<file path="src/rtl/spi_loader_master.sv">
// spi_loader_master: fabric-side SPI master (mode 0, MSB first, single lane)
// that turns one 32-bit read or write request into a PULPino SPI-slave
// memory transaction and returns a one-cycle response pulse.
//
// Handshake: a request is taken on the rising edge where req_valid_i and
// req_ready_o are both high; req_ready_o is high only while idle, so inputs
// are ignored for the whole transfer. rsp_valid_o is a single-cycle pulse
// with no back-pressure; rsp_rdata_o is valid with it and held afterwards.
module spi_loader_master #(
  parameter int unsigned CLK_DIV      = 2,
  parameter int unsigned DUMMY_CYCLES = 32,
  parameter logic [7:0]  CMD_WRITE    = 8'h02,
  parameter logic [7:0]  CMD_READ     = 8'h0B
) (
  input  logic        ps7_clk,
  input  logic        ps7_rst_n,
  input  logic        req_valid_i,
  output logic        req_ready_o,
  input  logic        req_we_i,
  input  logic [31:0] req_addr_i,
  input  logic [31:0] req_wdata_i,
  output logic        rsp_valid_o,
  output logic [31:0] rsp_rdata_o,
  output logic        busy_o,
  output logic        spi_sck_o,
  output logic        spi_cs_o,
  output logic        spi_mosi_o,
  input  logic        spi_miso_i,
  output logic [2:0]  dbg_state_o
);

  // Frame geometry: writes are cmd+addr+data, reads are cmd+addr+dummy+data.
  localparam int unsigned RD_BITS  = 72 + DUMMY_CYCLES;
  localparam int unsigned RX_FIRST = 40 + DUMMY_CYCLES;
  localparam int unsigned BIT_W    = ($clog2(RD_BITS) > 7) ? $clog2(RD_BITS) : 7;
  localparam int unsigned DIV_W    = (CLK_DIV > 1) ? $clog2(CLK_DIV) : 1;

  localparam logic [DIV_W-1:0] DIV_LAST = DIV_W'(CLK_DIV - 1);
  // Phase count one before the last GAP cycle (only meaningful for CLK_DIV>=2).
  localparam logic [DIV_W-1:0] DIV_PRE  = (CLK_DIV >= 2) ? DIV_W'(CLK_DIV - 2) : '0;
  localparam bit               DIV_ONE  = (CLK_DIV == 1);
  localparam logic [BIT_W-1:0] LAST_WR  = BIT_W'(71);
  localparam logic [BIT_W-1:0] LAST_RD  = BIT_W'(RD_BITS - 1);
  localparam logic [BIT_W-1:0] RX_START = BIT_W'(RX_FIRST);

  typedef enum logic [2:0] {
    S_IDLE  = 3'd0,
    S_SETUP = 3'd1,
    S_SHIFT = 3'd2,
    S_HOLD  = 3'd3,
    S_GAP   = 3'd4
  } state_t;

  state_t             state_q, state_d;
  logic [DIV_W-1:0]   div_q, div_d;
  logic [BIT_W-1:0]   bit_q, bit_d;
  logic               sck_q, sck_d;
  logic               cs_q, cs_d;
  logic               mosi_q, mosi_d;
  logic               ready_q, ready_d;
  logic               busy_q, busy_d;
  logic               rsp_valid_q, rsp_valid_d;
  logic [31:0]        rdata_q, rdata_d;
  logic [31:0]        rx_q, rx_d;
  logic [71:0]        tx_q, tx_d;
  logic               we_q, we_d;

  logic               div_last;
  logic               bit_last;

  // State and datapath registers; reset puts the SPI lines in their idle levels.
  always_ff @(posedge ps7_clk or negedge ps7_rst_n) begin
    if (!ps7_rst_n) begin
      state_q     <= S_IDLE;
      div_q       <= '0;
      bit_q       <= '0;
      sck_q       <= 1'b0;
      cs_q        <= 1'b1;
      mosi_q      <= 1'b0;
      ready_q     <= 1'b1;
      busy_q      <= 1'b0;
      rsp_valid_q <= 1'b0;
      rdata_q     <= '0;
      rx_q        <= '0;
      tx_q        <= '0;
      we_q        <= 1'b0;
    end else begin
      state_q     <= state_d;
      div_q       <= div_d;
      bit_q       <= bit_d;
      sck_q       <= sck_d;
      cs_q        <= cs_d;
      mosi_q      <= mosi_d;
      ready_q     <= ready_d;
      busy_q      <= busy_d;
      rsp_valid_q <= rsp_valid_d;
      rdata_q     <= rdata_d;
      rx_q        <= rx_d;
      tx_q        <= tx_d;
      we_q        <= we_d;
    end
  end

  // Next-state and next-output logic; every phase lasts CLK_DIV cycles.
  always_comb begin
    state_d     = state_q;
    div_d       = div_q;
    bit_d       = bit_q;
    sck_d       = sck_q;
    cs_d        = cs_q;
    mosi_d      = mosi_q;
    ready_d     = ready_q;
    busy_d      = busy_q;
    rsp_valid_d = 1'b0;
    rdata_d     = rdata_q;
    rx_d        = rx_q;
    tx_d        = tx_q;
    we_d        = we_q;

    div_last = (div_q == DIV_LAST);
    bit_last = we_q ? (bit_q == LAST_WR) : (bit_q == LAST_RD);

    unique case (state_q)
      S_IDLE: begin
        if (req_valid_i) begin
          state_d = S_SETUP;
          div_d   = '0;
          bit_d   = '0;
          cs_d    = 1'b0;
          ready_d = 1'b0;
          busy_d  = 1'b1;
          we_d    = req_we_i;
          rx_d    = '0;
          // Read frames carry zeros after the address, which covers the
          // dummy bits; the shift register keeps feeding zeros beyond that.
          tx_d    = req_we_i ? {CMD_WRITE, req_addr_i, req_wdata_i}
                             : {CMD_READ, req_addr_i, 32'h0};
          mosi_d  = req_we_i ? CMD_WRITE[7] : CMD_READ[7];
        end
      end
      S_SETUP: begin
        if (div_last) begin
          state_d = S_SHIFT;
          div_d   = '0;
        end else begin
          div_d = div_q + 1'b1;
        end
      end
      S_SHIFT: begin
        if (!div_last) begin
          div_d = div_q + 1'b1;
        end else begin
          div_d = '0;
          if (!sck_q) begin
            sck_d = 1'b1;
          end else begin
            // Falling edge: the slave's bit is still stable here, and the
            // next MOSI bit is launched on the same edge.
            sck_d = 1'b0;
            if (!we_q && (bit_q >= RX_START)) begin
              rx_d = {rx_q[30:0], spi_miso_i};
            end
            if (bit_last) begin
              state_d = S_HOLD;
              mosi_d  = 1'b0;
            end else begin
              bit_d  = bit_q + 1'b1;
              tx_d   = {tx_q[70:0], 1'b0};
              mosi_d = tx_q[70];
            end
          end
        end
      end
      S_HOLD: begin
        if (div_last) begin
          state_d = S_GAP;
          div_d   = '0;
          cs_d    = 1'b1;
          // With a one-cycle GAP the response is launched as GAP is entered.
          if (DIV_ONE) begin
            rsp_valid_d = 1'b1;
            if (!we_q) begin
              rdata_d = rx_q;
            end
          end
        end else begin
          div_d = div_q + 1'b1;
        end
      end
      S_GAP: begin
        if (div_last) begin
          state_d = S_IDLE;
          div_d   = '0;
          ready_d = 1'b1;
          busy_d  = 1'b0;
        end else begin
          div_d = div_q + 1'b1;
          if (div_q == DIV_PRE) begin
            rsp_valid_d = 1'b1;
            if (!we_q) begin
              rdata_d = rx_q;
            end
          end
        end
      end
      default: begin
        state_d = S_IDLE;
      end
    endcase
  end

  assign req_ready_o = ready_q;
  assign rsp_valid_o = rsp_valid_q;
  assign rsp_rdata_o = rdata_q;
  assign busy_o      = busy_q;
  assign spi_sck_o   = sck_q;
  assign spi_cs_o    = cs_q;
  assign spi_mosi_o  = mosi_q;
  assign dbg_state_o = state_q;

endmodule
</file>
<file path="config.mk">
export PLATFORM = sky130hd
export DESIGN_NAME = spi_loader_master
export DESIGN_NICKNAME = d
export VERILOG_FILES = /design/src/rtl/spi_loader_master.sv
export SDC_FILE = /design/constraint.sdc
export NUM_CORES = 1
export LEC_CHECK = 0
export BUFFER_PORTS_ARGS = -buffer_cell sky130_fd_sc_hd__buf_2
export CORE_MARGIN = 8
export CORE_UTILIZATION = 45
export DETAILED_ROUTE_END_ITERATION = 7
export PLACE_DENSITY = 0.66
export SLEW_MARGIN = 5
export SYNTH_ARGS = -nofsm -noshare
export SYNTH_HDL_FRONTEND = slang
export SYNTH_SLANG_ARGS = --single-unit
export TNS_END_PERCENT = 1
</file>
<file path="constraint.sdc">
create_clock -name ps7_clk -period 5.41 [get_ports ps7_clk]
set_input_delay 0.8115 -clock ps7_clk [delete_from_list [all_inputs] [get_ports ps7_clk]]
set_output_delay 0.8115 -clock ps7_clk [all_outputs]
set_load 0.005 [all_outputs]
</file>
==> results.cfg, run 1 <==
[floorplanning]
ioPinCount = 110
die_area_um2 = 19200
row_count = 45
initial_utilization_pct = 45.3
dieWidth_um = 139
die_h_um = 139
fp.coreArea_um2 = 15000

[flow_run]
max_cap_violations = 0

[finish]
drive_gt1_share_pct = 32.0
num_antenna_cells = 0
instances_no_fill = 879
final_area_um2 = 7910
final_util_pct = 52.8
area.growth.synth_to_final_pct = 16.8
nets = 749

[grt]
gr-usage-met3_pct = 5.23
grt_pass1_wl_um = 24200
track_usage_pct = 15.1
grt_use_met1_pct = 19.7
grt_max_degree = 65
met2_usage_pct = 23.0
grt_pass1_vias = 4888
antenna_found_initial = 0
busiest_layer = met2
grt-ovfl-total = 0

[routing]
wirelength_um = 14200
drtIter0Drc = 382
viasPerCell = 5.45
vias = 4788
post_drt_wl_per_cell_um = 16.2
drc = 0
detail-route-antenna-nets = 0
firstDrtPassIters = 5

[clocking]
numCtsBuffers = 17
cts-htree-levels = 4
postCtsSetupBuffers = 0
cts.clk_slew.worst_paths_ns = 0.06
cts_tree = built
cts.sinks = 153
cts_max_path_buffers = 2
postCtsHoldBufs = 0
cts_resized = 0
cts-root-buf = clkbuf_16
clkLatencyLatePin_ns = 0.42

[critical_path]
timing.rr.start = bit_q[1]$_DFFE_PN0P_
setup.worst_path.end_class = flip-flop
critPathMaxFanout = 45
reg2reg_depth = 7
crit_arrival_ns = 3.43
crit-reg2reg-capture = tx_q[13]$_DFFE_PN0P_
crit_path_start_kind = flip-flop
cp.required_ns = 5.71
crit_type = flip-flop to flip-flop
r2r_slack_ns = 2.29

[placed_design]
port_buffers = 109
place_congestion = 0.732
place_hpwl_um = 9160
post-place-ws_ns = 2.11
dp.cells = 847
dpl_cell_area_um2 = 7380

[hold_path]
hp-class = input pin to async pin

[yosys]
yosys_most_used_dff = dfrtp_1
yosysSeqAreaShare_pct = 56.5
ys_types = 45
ys_ff_latch = 153
synth_area_leader_cell = dfrtp_1
yosys_warnings = 0
syn-num-nets = 665
synth_area_um2 = 6780
synth.area.top_cells = dfrtp_1, mux2_2, o21ai_0
synth_top_area_share_pct = 55.8
synthArstFlopShare_pct = 100
syn_area_per_cell_um2 = 11.4
synth_edf_count = 0
synthTopCellsByCount = dfrtp_1, o21ai_0, nand2_1
yosysMostFrequentCell = dfrtp_1
synthCells = 594

[timing]
fin_tns_setup_ns = 0
setup_viol = 0
finalWorstSetupSlack_ns = 2.29
max-slew-margin-rel_pct = 24.8
post-route-period-util_pct = 57.7
fin_skew_ns = 0.00834
min_period_ns = 3.12
drv_slew = 0
hold_ws_ns = 0.255
clock.fmax_mhz = 320
finalHoldViolations = 0
worst_pin_slew_ns = 1.13
rsz0062_at_grt = no

[power]
ir_worst_vdd_mv = 0.199
cellLeakagePower_nw = 3.98
power_density_nw_per_um2 = 291
power_mw = 2.30

[run_status]
status = complete, no violations
layer usage:
layer  share of wire [%]  up-vias
li1                    -     2270
met1                  46     2390
met2                  46      110
met3                 5.6       18
met4                 1.6        0
met5                   0        -
worst max-delay path by stage:
stage,from,to,depth (start not counted)
floorplan,req_valid_i,tx_q[29]$_DFFE_PN0P_,7
global placement,req_valid_i,tx_q[15]$_DFFE_PN0P_,7
detailed placement,req_valid_i,tx_q[13]$_DFFE_PN0P_,7
CTS,bit_q[1]$_DFFE_PN0P_,tx_q[13]$_DFFE_PN0P_,7
global route,bit_q[0]$_DFFE_PN0P_,tx_q[24]$_DFFE_PN0P_,7
finish,bit_q[1]$_DFFE_PN0P_,tx_q[13]$_DFFE_PN0P_,7
flip-flops by register name, summed over array words and instances (netlist names):
signal / flops
bit_q: 7
busy_o: 1
dbg_state_o: 3
div_last: 1
req_ready_o: 1
rsp_rdata_o: 32
rsp_valid_o: 1
rx_q: 32
spi_cs_o: 1
spi_mosi_o: 1
spi_sck_o: 1
tx_q: 71
we_q: 1
worst max-delay path, cell delays in order (launching register included):
cell and delay [ns]:
dfrtp_1 0.37, ha_1 0.21, nor4bb_2 0.25, and4_1 0.23, buf_4 0.37, or2_2 0.58, buf_4 0.55, mux2_2 0.40
cells by family after synthesis:
group,count (synthesis),share of synthesized area [%]
compound gates,141,13.2
xor+xnor,3,0.388
fa+ha+maj,2,0.369
buf+inv,56,4.01
flops,153,56.5
mux,98,15.8
simple gates,141,9.64
power by group:
| part | switching, mW | leakage (nW) | internal [mW] |
|---|---|---|---|
| Combinational | 0.0400 | 1.85 | 0.0266 |
| Clock | 0.443 | 0.266 | 0.630 |
| Sequential | 0.00600 | 1.87 | 1.16 |
cell usage in the layout, fill, tap and decap left out, types with 3 or more instances in the layout:
master / Yosys / final
dfrtp_1: 151 / 151
buf_2: 10 / 108
o21ai_0: 82 / 82
nand2_1: 80 / 80
mux2_2: 61 / 61
nand3_1: 35 / 35
mux2i_1: 33 / 33
a22o_1: 32 / 32
clkbuf_16: 0 / 17
o31ai_1: 8 / 8
buf_4: 3 / 8
nor2_1: 8 / 7
a21oi_1: 6 / 6
clkinv_2: 0 / 6
inv_1: 4 / 4
clkbuf_8: 0 / 4
nand2b_1: 3 / 3
mux2_4: 3 / 3
clkbuf_1: 31 / 3
layout make-up:
| cell class | count | area (µm²) |
|---|---|---|
| multi-input cells | 385 | 2680 |
| clock buffers | 24 | 492 |
| fillers | 1346 | 7060 |
| repair buffers | 117 | 612 |
| well taps | 188 | 235 |
| flip-flops and latches | 153 | 3830 |
| clock inverters | 8 | 45.0 |
| inverters | 4 | 15.0 |
Power figures use the tool's default switching activity.
==> run 2: changes to the inputs <==
- ABC_AREA: default -> 1
- clock period: 5.41 -> 3.2 ns (I/O delays scaled with it)
==> results.cfg, run 2 <==
[yosys]
synth.area.top_cells = dfrtp_1, nand2_1, nand3_1
syn_area_per_cell_um2 = 7.54
ys_types = 24
yosys_most_used_dff = dfrtp_1
yosysMostFrequentCell = nand2_1
synthArstFlopShare_pct = 100
synth_area_um2 = 7230
synthTopCellsByCount = nand2_1, nand3_1, dfrtp_1
synth_area_leader_cell = dfrtp_1
yosys_warnings = 0
synth_top_area_share_pct = 52.2
syn-num-nets = 1030
yosysSeqAreaShare_pct = 53.0
synthCells = 959
ys_ff_latch = 153
synth_edf_count = 0

[clocking]
cts_resized = 0
postCtsSetupBuffers = 0
cts.clk_slew.worst_paths_ns = 0.06
cts_max_path_buffers = 2
postCtsHoldBufs = 0
clkLatencyLatePin_ns = 0.42
cts_tree = built
cts-root-buf = clkbuf_16
cts.sinks = 153
cts-htree-levels = 4
numCtsBuffers = 17

[flow_run]
max_cap_violations = 0

[routing]
post_drt_wl_per_cell_um = 13.0
viasPerCell = 4.91
drc = 0
vias = 6206
drtIter0Drc = 525
detail-route-antenna-nets = 0
firstDrtPassIters = 4
wirelength_um = 16500

[timing]
post-route-period-util_pct = 67.3
finalWorstSetupSlack_ns = 1.05
clock.fmax_mhz = 464
rsz0062_at_grt = no
hold_ws_ns = 0.0845
max-slew-margin-rel_pct = 29.4
min_period_ns = 2.15
fin_skew_ns = 0.00784
finalHoldViolations = 0
worst_pin_slew_ns = 1.06
fin_tns_setup_ns = 0
setup_viol = 0
drv_slew = 0

[critical_path]
reg2reg_depth = 8
cp.required_ns = 3.55
crit-reg2reg-capture = tx_q[52]$_DFFE_PN0P_
setup.worst_path.end_class = flip-flop
cp_top_family = buffers and inverters
timing.critical_path.mode_cell = nand2_2
timing.rr.start = dbg_state_o[0]$_DFFE_PN0P_
r2r_slack_ns = 1.05
cp.buffers_inverters = 2
cp_cell_sequence = nor2_4 -> nand2_2 -> clkinv_2 -> nand2_2 -> nand2_2 -> buf_4 -> nand3_1 -> nand2_1
slowest_stage = buf_4
cpPeakStageDelay_ns = 0.63
crit_type = flip-flop to flip-flop
crit_path_start_kind = flip-flop
critPathMaxFanout = 78
crit_arrival_ns = 2.50

[placed_design]
post-place-ws_ns = 1.07
place_congestion = 0.770
port_buffers = 109
place_hpwl_um = 9820
dp.cells = 1234

[grt]
grt_pass1_vias = 5872
grt_pass1_wl_um = 27600
grt-ovfl-total = 0
grt_max_degree = 79
track_usage_pct = 16.6
antenna_found_initial = 0

[power]
cellLeakagePower_nw = 4.86
seqPwrFrac_pct = 36.2
p_switching_mw = 3.04
power_frac_comb_pct = 37.9
power_density_nw_per_um2 = 875
ir_worst_vdd_mv = 0.690
p_int_mw = 4.34
clkPwrFrac_pct = 25.9
switching_share_pct = 41.2

[floorplanning]
initial_utilization_pct = 45.9
ioPinCount = 110
fp.coreArea_um2 = 15800
dieWidth_um = 143
die_h_um = 143
die_area_um2 = 20400
row_count = 46

[hold_path]
hp-class = input pin to async pin

[finish]
largest_register_ffs = 71
final_util_pct = 53.6
num_antenna_cells = 0
area.growth.synth_to_final_pct = 16.8
final_cell_mix = nand2_1, nand3_1, dfrtp_1
drive_gt1_share_pct = 15.8
fill_cells = 1593
nets = 1108
regMostFlops = tx_q
layout_commonest_cell = nand2_1
instances_no_fill = 1264

[run_status]
status = complete, no violations
run 2: area by class of cell:
class	count	area, µm²	share of cell area, %
clock inverter	7	67.6	0.800
timing repair buffer	123	682	8.07
sequential	153	3830	45.4
tap	216	270	3.20
inverter	22	83.8	0.992
multi-input combinational	720	3010	35.7
clock buffer	23	498	5.90
run 2: through the flow:
stage / total power [mW] / area [µm²]
after floorplan: 4.88 / 7230
after global routing: 7.97 / 8450
final: 7.39 / 8450
after global placement: 5.51 / 7880
after detailed placement: 5.55 / 7880
after CTS: 7.50 / 8450
run 2: power by group through the flow:
stage | sequential, mW | combinational, mW | clock, mW
floorplan | 2.63 | 2.25 | 0
global placement | 2.69 | 2.82 | 0
detailed placement | 2.68 | 2.87 | 0
CTS | 2.67 | 2.86 | 1.96
global route | 2.73 | 3.20 | 2.04
finish | 2.67 | 2.80 | 1.91
run 2: worst reg2reg max path, cell delays in order (launching register included):
cell	delay, ns
dfrtp_1	0.48
nor2_4	0.20
nand2_2	0.09
clkinv_2	0.21
nand2_2	0.12
nand2_2	0.06
buf_4	0.63
nand3_1	0.21
nand2_1	0.10
run 2: routing by layer:
metal	up-vias	routed length, µm	share of wire [%]	global-route usage, %
li1	3176	-	-	-
met1	2890	7650	46	21.1
met2	125	7850	48	27.3
met3	15	764	4.6	3.41
met4	0	204	1.2	6.21
met5	-	0	0	0
run 2: logic make-up after synthesis:
kind of cell,after synthesis,share of synthesized area [%]
simple gates,704,40.2
flops,153,53.0
buf+inv,86,5.35
compound gates,11,0.761
xor+xnor,3,0.363
fa+ha+maj,2,0.346
run 2: how the worst max path moves through the flow:
stage	to	cells after the start	startpoint
after detailed placement	tx_q[32]$_DFFE_PN0P_	8	dbg_state_o[0]$_DFFE_PN0P_
final	tx_q[52]$_DFFE_PN0P_	8	dbg_state_o[0]$_DFFE_PN0P_
after CTS	tx_q[52]$_DFFE_PN0P_	8	dbg_state_o[0]$_DFFE_PN0P_
after floorplan	tx_q[37]$_DFFE_PN0P_	10	bit_q[0]$_DFFE_PN0P_
after global routing	bit_q[5]$_DFFE_PN0P_	8	dbg_state_o[0]$_DFFE_PN0P_
after global placement	tx_q[44]$_DFFE_PN0P_	8	dbg_state_o[0]$_DFFE_PN0P_
==> run 3: changes to the inputs <==
- ABC_AREA: 1 -> 0
- PLACE_DENSITY: 0.66 -> 0.68
- clock period: 3.2 -> 1.8 ns (I/O delays scaled with it)
==> results.cfg, run 3 (synthesized netlist as in run 1, its figures left out) <==
[run_status]
status = finished with violations
violations = setup timing

[flow_run]
max_cap_violations = 0

[critical_path]
worstSetupStartpoint = bit_q[0]$_DFFE_PN0P_
critPathMaxFanout = 27
reg2reg_depth = 6
setup.worst_path.end_class = flip-flop
cp_cell_sequence = ha_2 -> nor4bb_4 -> and4_1 -> or2_4 -> buf_12 -> mux2_2
cp.required_ns = 2.11
cpPeakStageDelay_ns = 0.36
crit_path_start_kind = flip-flop
timing.rr.start = bit_q[0]$_DFFE_PN0P_
crit_arrival_ns = 2.12
slowest_stage = dfrtp_1
crit_type = flip-flop to flip-flop

[grt]
antenna_found_initial = 0
grt_pass1_vias = 5316
grt-ovfl-total = 0
grt_max_degree = 48
grt_pass1_wl_um = 25800
track_usage_pct = 16.3

[clocking]
clkLatencyLatePin_ns = 0.42
cts_tree = built
cts_max_path_buffers = 2
cts.sinks = 153
postCtsSetupBuffers = 0
numCtsBuffers = 17
cts-root-buf = clkbuf_16
cts-htree-levels = 4
cts.clk_slew.worst_paths_ns = 0.06

[routing]
drtIter0Drc = 318
detail-route-antenna-nets = 0
firstDrtPassIters = 5
drc = 0
wirelength_um = 15100
vias = 4952
post_drt_wl_per_cell_um = 16.4
viasPerCell = 5.38

[finish]
drive_gt1_share_pct = 36.1
layout_commonest_cell = dfrtp_1
final_area_um2 = 8450
largest_register_ffs = 71
num_antenna_cells = 0
nets = 790
regMostFlops = tx_q
area.growth.synth_to_final_pct = 24.7
instances_no_fill = 920
final_cell_mix = dfrtp_1, buf_2, nand2_1

[timing]
post-route-period-util_pct = 101
min_period_ns = 1.81
max-slew-margin-rel_pct = 65.5
finalHoldViolations = 0
drv_slew = 0
clock.fmax_mhz = 552
fin_skew_ns = 0.00679
worst_pin_slew_ns = 0.518
setup_viol = 18
rsz0062_at_grt = yes
hold_ws_ns = 0.0757
finalWorstSetupSlack_ns = -0.0113

[power]
power_density_nw_per_um2 = 844
ir_worst_vdd_mv = 0.623
power_mw = 7.14
cellLeakagePower_nw = 4.26

[placed_design]
port_buffers = 109
dp.cells = 887
dpl_cell_area_um2 = 7830
place_congestion = 0.825
post-place-ws_ns = -0.0740
place_hpwl_um = 10100

[hold_path]
hp-start = spi_miso_i
hp-class = input pin to flip-flop
whs_path_depth = 2

[floorplanning]
initial_utilization_pct = 45.3
ioPinCount = 110
fp.coreArea_um2 = 15000
dieWidth_um = 139
die_area_um2 = 19200
die_h_um = 139
row_count = 45
==> run 3: cell count changes in the layout (fill, tap and decap cells not counted), moves of 21 or more <==
cell and change:
o21ai_1 +21, a22o_1 +32, mux2i_1 +32, o21ai_0 +54, nand3_1 -149, buf_4 +21
mux2_2 +55, nand2_1 -402
==> run 3: layout make-up <==
type                    instances  area, µm²
repair buffers                158       1070
inverters                       4       15.0
clock buffers                  25        505
multi-input cells             385       2730
well taps                     188        235
flip-flops and latches        153       3830
clock inverters                 7       65.1
fillers                      1245       6520
==> run 3: stage by stage <==
| stage | util [%] | setup TNS, ns |
|---|---|---|
| after floorplan | - | -7.12 |
| after global placement | 52.3 | -0.0856 |
| after detailed placement | 52.3 | -1.35 |
| after CTS | 56.2 | -0.118 |
| after global routing | 56.4 | -6.18 |
| final | 56.4 | -0.0854 |
==> run 3: repair_timing <==
item	in CTS	in global routing
hold endpoints to repair	40	0
hold buffers	1	0
endpoints found under the setup margin	100	141
resized for setup	3	31
==> run 3: worst max-delay path, delay by kind of cell (launching register included) <==
family,cells,cell delay [ns]
flops,1,0.36
buf+inv,1,0.19
mux,1,0.35
fa+ha+maj,1,0.18
simple gates,3,0.60
==> run 3: worst paths after layout <==
| kind | to | slack, ns |
|---|---|---|
| worst min register to register | rsp_rdata_o[0]$_DFFE_PN0P_ | 0.49 |
| worst max register to register | tx_q[2]$_DFFE_PN0P_ | -0.01 |
| worst min-delay path | rx_q[0]$_DFFE_PN0P_ | 0.08 |
| min in group asynchronous | tx_q[11]$_DFFE_PN0P_ | 0.36 |
| worst max-delay path | tx_q[2]$_DFFE_PN0P_ | -0.01 |
| max in group asynchronous | rsp_valid_o$_DFF_PN0_ | 0.86 |
==> run 3: where the power goes <==
part / internal (mW) / switching [mW] / total, mW
combinational: 0.0955 / 0.124 / 0.219
clock: 2.08 / 1.35 / 3.42
sequential: 3.48 / 0.0184 / 3.49
total: 5.65 / 1.49 / 7.14
==> run 3: metal layers <==
layer	vias to the layer above	GRT usage, %	part of all wire (%)
met2	100	26.7	50
met1	2492	19.8	44
met5	-	0	0
met4	0	6.64	0.86
li1	2349	-	-
met3	11	4.68	5.0
